<file path="config.mk">
export PLATFORM = sky130hd
export DESIGN_NAME = uart_tx_arbiter
export DESIGN_NICKNAME = d
export VERILOG_FILES = /design/src/rtl/uart_dbg_pkg.sv /design/src/rtl/rr_arbiter.sv /design/src/rtl/uart_tx_arbiter.sv
export SDC_FILE = /design/constraint.sdc
export NUM_CORES = 1
export LEC_CHECK = 0
export BUFFER_PORTS_ARGS = -buffer_cell sky130_fd_sc_hd__buf_2
export CAP_MARGIN = 20
export CORE_MARGIN = 4
export CORE_UTILIZATION = 53
export DETAILED_ROUTE_END_ITERATION = 6
export MAX_ROUTING_LAYER = met4
export PLACE_DENSITY = 0.81
export SLEW_MARGIN = 20
export SYNTH_ARGS = -nofsm -noshare
export SYNTH_HDL_FRONTEND = slang
export SYNTH_SLANG_ARGS = --single-unit
export TNS_END_PERCENT = 100
</file>
<file path="constraint.sdc">
create_clock -name clk -period 4.4 [get_ports clk]
set_input_delay 1.32 -clock clk [delete_from_list [all_inputs] [get_ports clk]]
set_output_delay 1.32 -clock clk [all_outputs]
set_load 0.05 [all_outputs]
</file>
<file path="src/rtl/uart_dbg_pkg.sv">
// rtl/uart_dbg_pkg.sv - shared constants, state type and hex helper for the debug UART path
package uart_dbg_pkg;

  localparam logic [7:0] ASCII_CR    = 8'h0D;
  localparam logic [7:0] ASCII_LF    = 8'h0A;
  localparam logic [7:0] ASCII_COLON = 8'h3A;
  localparam int         MSG_LEN     = 8;

  typedef enum logic [1:0] {IDLE, SEND, GAP} state_t;

  // Uppercase hex: 'A' is 0x41, so letters are offset from 0x37.
  function automatic logic [7:0] hex_ascii(input logic [3:0] n);
    return (n < 4'd10) ? (8'h30 + {4'h0, n}) : (8'h37 + {4'h0, n});
  endfunction

endpackage

</file>
<file path="src/rtl/rr_arbiter.sv">
// rtl/rr_arbiter.sv - combinational round-robin pick of the first request at or above the pointer
module rr_arbiter #(
  parameter int NUM_REQ = 4
) (
  input  logic [NUM_REQ-1:0] req,
  input  logic [3:0]         ptr,
  output logic [3:0]         winner,
  output logic               any_req
);

  logic [15:0] req_pad;
  logic [4:0]  pos;

  assign req_pad = 16'(req);

  // Scan downward in offset so the smallest offset from ptr is assigned last and wins.
  always_comb begin
    winner  = '0;
    any_req = 1'b0;
    pos     = '0;
    for (int i = NUM_REQ - 1; i >= 0; i--) begin
      pos = {1'b0, ptr} + 5'(i);
      if (pos >= 5'(NUM_REQ)) pos = pos - 5'(NUM_REQ);
      if (req_pad[pos[3:0]]) begin
        winner  = pos[3:0];
        any_req = 1'b1;
      end
    end
  end

endmodule

</file>
<file path="src/rtl/uart_tx_arbiter.sv">
// rtl/uart_tx_arbiter.sv - round-robin sharing of one uart_tx among debug requesters, "<id>:<HHHH>\r\n" per grant
module uart_tx_arbiter
  import uart_dbg_pkg::*;
#(
  parameter int NUM_REQ    = 4,
  parameter int GAP_CYCLES = 0
) (
  input  logic                  clk,
  input  logic                  rst_n,
  input  logic [NUM_REQ-1:0]    req_valid,
  input  logic [16*NUM_REQ-1:0] req_data,
  output logic [NUM_REQ-1:0]    req_ready,
  output logic [7:0]            tx_data,
  output logic                  tx_data_valid,
  input  logic                  tx_data_ready,
  output logic                  busy,
  output logic [3:0]            grant_id
);

  localparam int GW = (GAP_CYCLES > 1) ? $clog2(GAP_CYCLES) : 1;
  localparam logic [GW-1:0] GAP_LOAD = GW'((GAP_CYCLES > 0) ? GAP_CYCLES - 1 : 0);

  state_t        state;
  logic [2:0]    idx;
  logic [2:0]    idx_next;
  logic [GW-1:0] gap_cnt;
  logic [3:0]    ptr;
  logic [15:0]   word;
  logic [3:0]    winner;
  logic          any_req;
  logic [15:0]   words [16];

  for (genvar g = 0; g < 16; g++) begin : g_words
    if (g < NUM_REQ) begin : g_on
      assign words[g] = req_data[16*g +: 16];
    end else begin : g_off
      assign words[g] = '0;
    end
  end

  rr_arbiter #(.NUM_REQ(NUM_REQ)) u_rr (
    .req     (req_valid),
    .ptr     (ptr),
    .winner  (winner),
    .any_req (any_req)
  );

  assign idx_next = idx + 3'd1;

  function automatic logic [7:0] msg_byte(input logic [2:0] i, input logic [3:0] id,
                                          input logic [15:0] w);
    case (i)
      3'd0:    return hex_ascii(id);
      3'd1:    return ASCII_COLON;
      3'd2:    return hex_ascii(w[15:12]);
      3'd3:    return hex_ascii(w[11:8]);
      3'd4:    return hex_ascii(w[7:4]);
      3'd5:    return hex_ascii(w[3:0]);
      3'd6:    return ASCII_CR;
      default: return ASCII_LF;
    endcase
  endfunction

  always_ff @(posedge clk) begin
    if (!rst_n) begin
      state         <= IDLE;
      tx_data       <= 8'h00;
      tx_data_valid <= 1'b0;
      req_ready     <= '0;
      busy          <= 1'b0;
      grant_id      <= '0;
      idx           <= '0;
      gap_cnt       <= '0;
      ptr           <= '0;
      word          <= '0;
    end else begin
      req_ready <= '0;
      case (state)
        IDLE: begin
          if (any_req) begin
            for (int i = 0; i < NUM_REQ; i++) req_ready[i] <= (winner == 4'(i));
            word          <= words[winner];
            grant_id      <= winner;
            ptr           <= (winner == 4'(NUM_REQ - 1)) ? 4'd0 : winner + 4'd1;
            tx_data       <= hex_ascii(winner);
            tx_data_valid <= 1'b1;
            idx           <= '0;
            busy          <= 1'b1;
            state         <= SEND;
          end
        end
        SEND: begin
          if (tx_data_valid && tx_data_ready) begin
            if (idx == 3'(MSG_LEN - 1)) begin
              tx_data_valid <= 1'b0;
              idx           <= '0;
              if (GAP_CYCLES > 0) begin
                gap_cnt <= GAP_LOAD;
                state   <= GAP;
              end else begin
                busy  <= 1'b0;
                state <= IDLE;
              end
            end else begin
              idx     <= idx_next;
              tx_data <= msg_byte(idx_next, grant_id, word);
            end
          end
        end
        GAP: begin
          if (gap_cnt == '0) begin
            busy  <= 1'b0;
            state <= IDLE;
          end else begin
            gap_cnt <= gap_cnt - GW'(1);
          end
        end
        default: begin
          busy  <= 1'b0;
          state <= IDLE;
        end
      endcase
    end
  end

endmodule

</file>
==> summary by stage <==
Worst setup path
STA puts the critical path data arrival time at 4040 ps. In this run the worst path has a maximum fanout of 26. The startpoint identified for the worst register-to-register timing path is ptr[2]. The endpoint kind of the worst setup timing path is a flop. Following the worst setup path forward leads to its endpoint at word[1]. The launch point of the worst path is ptr[2].

The setup slack of the most critical reg-to-reg path is 510 ps. The count of cells along the worst register-to-register path is 12. The endpoint identified for the worst register-to-register timing path is word[1]. The startpoint type of the worst setup path is a flop. The critical path is of the flop to flop type.

Data on the critical path is required at its endpoint by 4560 ps.

Yosys
The most used flip-flop cell after synthesis is sky130_fd_sc_hd__dfxtp_1. For this run, the number of Yosys warnings is 0. Summing the sequential cell areas from Yosys gives 24.14% of the chip area.

The synthesized netlist net count is 468. The synthesized netlist occupies a cell area of 3234 µm². The number of cells produced by synthesis is 373. In the synthesized netlist the async set-or-reset flop fraction comes to 0%.

The number of synthesized register bits is 39. The synthesized design contains 0 enable-type register cells. Yosys mapped the design onto 70 distinct sky130hd cell types.

Each instance of the synthesized netlist takes up on average 8.671 µm².

Timing
The minimum clock period is 3886 ps. The worst max-slew margin expressed relative to the limit is 50.28%. The clock arrives with 2.557 ps of skew. The number of slew-limit violations in the final report is 0.

The total count of hold-check failures in the final report is 0. Setup repair after global routing left no endpoint under its margin. After layout, the worst setup slack is 513.9 ps. In the final timing run, aggregate negative setup slack is 0 ps.

The slew at the pin closest to its max-slew limit is 744.8 ps. Setup violations remaining at the end of the flow were counted as 0. The highest clock frequency the design can meet is 257.3 MHz. The share of the clock period used by the worst path after layout is 88.32%.

Global route
Global routing consumed, over all layers together, 22.55% of the routing resources. The number of antenna violations at the first check in global routing is 0. The largest net degree at the start of global routing is 27. The sum of overflow across all layers after global routing is 0. The first global-routing pass estimated 13.34 mm of wire.

The via count of the first global-routing pass was 2977.

Route
The average detailed-routed wire length per instance is 14.88 µm. The count of TritonRoute iterations in the first routing pass is 4. For this block, the routed nets add up to 7.812 mm of wire. The number of nets with antenna violations after routing is 0. For this run, design rule violations remaining after detail routing come to 0. After the first detailed-routing iteration, the DRC count stood at 149. Dividing the detail-routed via count by the number of cells gives 5.733. Across all layers, the routed design uses 3010 vias.

Placed design
The final weighted congestion of routability-driven global placement is 0.9617. During placement, the flow inserted port buffers numbering 87. The pre-CTS setup slack is 522.6 ps.

The wire-length estimate of the detail-placed layout is 6.127 mm.

Power
The worst-case vdd ir drop is 0.3915 mV. The leakage component of the power is 1.642 nW. Dividing total power by cell area gives a power density of 587.8 nW/µm². The total power draw is 2.204 mW.

CTS
The number of sinks handled by clock tree synthesis is 39. TritonCTS created 5 clock buffers. The CTS H-tree depth is 2.

The number of buffers inserted by post-CTS setup repair is 0. In this run, post-CTS hold repair placed 0 buffers. Gates resized during post-CTS repair numbered 0.

The clock slew at the register clock pins of the worst setup and hold paths is 80 ps. The tree is rooted in a sky130_fd_sc_hd__clkbuf_8. The clock passes through at most 2 buffers.

The clock latency on the worst-skew pair is 290 ps. TritonCTS built the clock tree.

Worst hold path
The path class of the tightest hold or removal check is flop to flop.

Cells and area
For this run, the share of the core covered by cells in the final layout is 63.33%. The repair_antennas step left the layout with diodes totalling 0. The synthesis-to-finish area growth is 15.94%. Cells with a size suffix above 1 make up 26.89% of the layout. The post-layout net count is 544. The top cell types in the final layout, fill and taps aside, are sky130_fd_sc_hd__buf_2 (87), sky130_fd_sc_hd__nand2_1 (44), sky130_fd_sc_hd__dfxtp_1 (39). The most common library cell in the layout ignoring fill and taps is sky130_fd_sc_hd__buf_2.

Die
The placeable core region is 5921 µm². The floorplan has 28 rows. Measured along the x axis, the die boundary spans 86.12 µm. The number of top-level pins is 89.

The area of the die is 7417 µm². Once the floorplan was initialized, standard cells occupied 54.63% of the core. The die boundary height is 86.12 µm.

Status
The run finished with clean final reports.

Run
Across the run, the number of max-cap violations was 0.
## registers in the layout, summed over array words and instances (netlist names)
signal,flops
req_ready,4
tx_data_valid,1
word,16
grant_id,4
idx,3
ptr,4
tx_data,7
## power by group
part           switching (mW)  internal (mW)
sequential              0.115          0.449
combinational           0.777          0.563
clock                   0.131          0.169
## cells by family after synthesis
| group | count (synthesis) | synth area share (%) |
|---|---|---|
| DFF | 39 | 24.14 |
| adders and majority gates | 24 | 9.284 |
| AOI/OAI and AO/OA | 104 | 25.26 |
| and+or+nand+nor | 104 | 15.90 |
| xor gates and xnor gates | 11 | 3.211 |
| buffers and inverters | 50 | 8.472 |
| other | 1 | 0.1159 |
| muxes | 40 | 13.62 |
## synthesized netlist by cell type, types with 5 or more instances
| library cell | instances | area (µm²) |
|---|---|---|
| sky130_fd_sc_hd__a21oi_1 | 17 | 85.08 |
| sky130_fd_sc_hd__and3_1 | 5 | 31.28 |
| sky130_fd_sc_hd__clkbuf_1 | 7 | 26.28 |
| sky130_fd_sc_hd__dfxtp_1 | 39 | 780.8 |
| sky130_fd_sc_hd__ha_1 | 24 | 300.3 |
| sky130_fd_sc_hd__inv_1 | 28 | 105.1 |
| sky130_fd_sc_hd__mux2i_1 | 35 | 350.3 |
| sky130_fd_sc_hd__nand2_1 | 44 | 165.2 |
| sky130_fd_sc_hd__nand3_1 | 8 | 40.04 |
| sky130_fd_sc_hd__nor2_1 | 16 | 60.06 |
| sky130_fd_sc_hd__nor2b_1 | 8 | 50.05 |
| sky130_fd_sc_hd__nor3_1 | 5 | 25.02 |
| sky130_fd_sc_hd__o21ai_0 | 17 | 85.08 |
| sky130_fd_sc_hd__o221ai_1 | 16 | 140.1 |
| sky130_fd_sc_hd__o22ai_1 | 5 | 31.28 |
| sky130_fd_sc_hd__xnor2_1 | 8 | 70.07 |
## cell type report
class / count / area (µm²)
repair buffers: 89 / 462.9
flip-flops and latches: 39 / 780.7
clock inverters: 3 / 43.79
clock buffers: 5 / 68.82
multi-input cells: 284 / 2187
fillers: 527 / 2171
well taps: 75 / 93.84
inverters: 30 / 112.6
## worst max-delay path, cell delays in order (launching register included)
cell and delay, ps:
sky130_fd_sc_hd__dfxtp_1 730, sky130_fd_sc_hd__ha_1 410, sky130_fd_sc_hd__nand3b_2 160, sky130_fd_sc_hd__and2_1 230
sky130_fd_sc_hd__ha_1 300, sky130_fd_sc_hd__nor2b_1 70, sky130_fd_sc_hd__a311oi_4 330, sky130_fd_sc_hd__a211oi_4 90
sky130_fd_sc_hd__o31a_1 370, sky130_fd_sc_hd__o21ai_4 390, sky130_fd_sc_hd__buf_12 270, sky130_fd_sc_hd__mux2i_1 240
sky130_fd_sc_hd__o221ai_1 140
## how the worst min path moves through the flow
stage | slack [ps] | start | cells past startpoint | end
6_report | 470 | word[4] | 2 | word[4]
5_1_grt | 480 | tx_data[1] | 2 | tx_data[1]
4_1_cts | 460 | tx_data[1] | 2 | tx_data[1]
3_5_place_dp | 450 | tx_data[1] | 2 | tx_data[1]
3_3_place_gp | 450 | tx_data[1] | 2 | tx_data[1]
2_1_floorplan | 430 | word[4] | 2 | word[4]
## through the flow
step	hold WS, ps	instances	cell area (µm²)
finish	468.8	525	3750
global route	476.8	525	3750
CTS	458.4	525	3750
detailed placement	447.1	517	3637
global placement	445.1	517	3637
floorplan	432.6	373	3234
## routing by layer
layer | up-vias | global-route usage (%) | wire (µm)
li1 | 1521 | - | -
met1 | 1384 | 27.25 | 3410
met2 | 93 | 38.26 | 3816
met3 | 12 | 3.939 | 478
met4 | 0 | 6.619 | 106
met5 | - | - | 0
No activity file was read; power rests on OpenSTA's default activity.
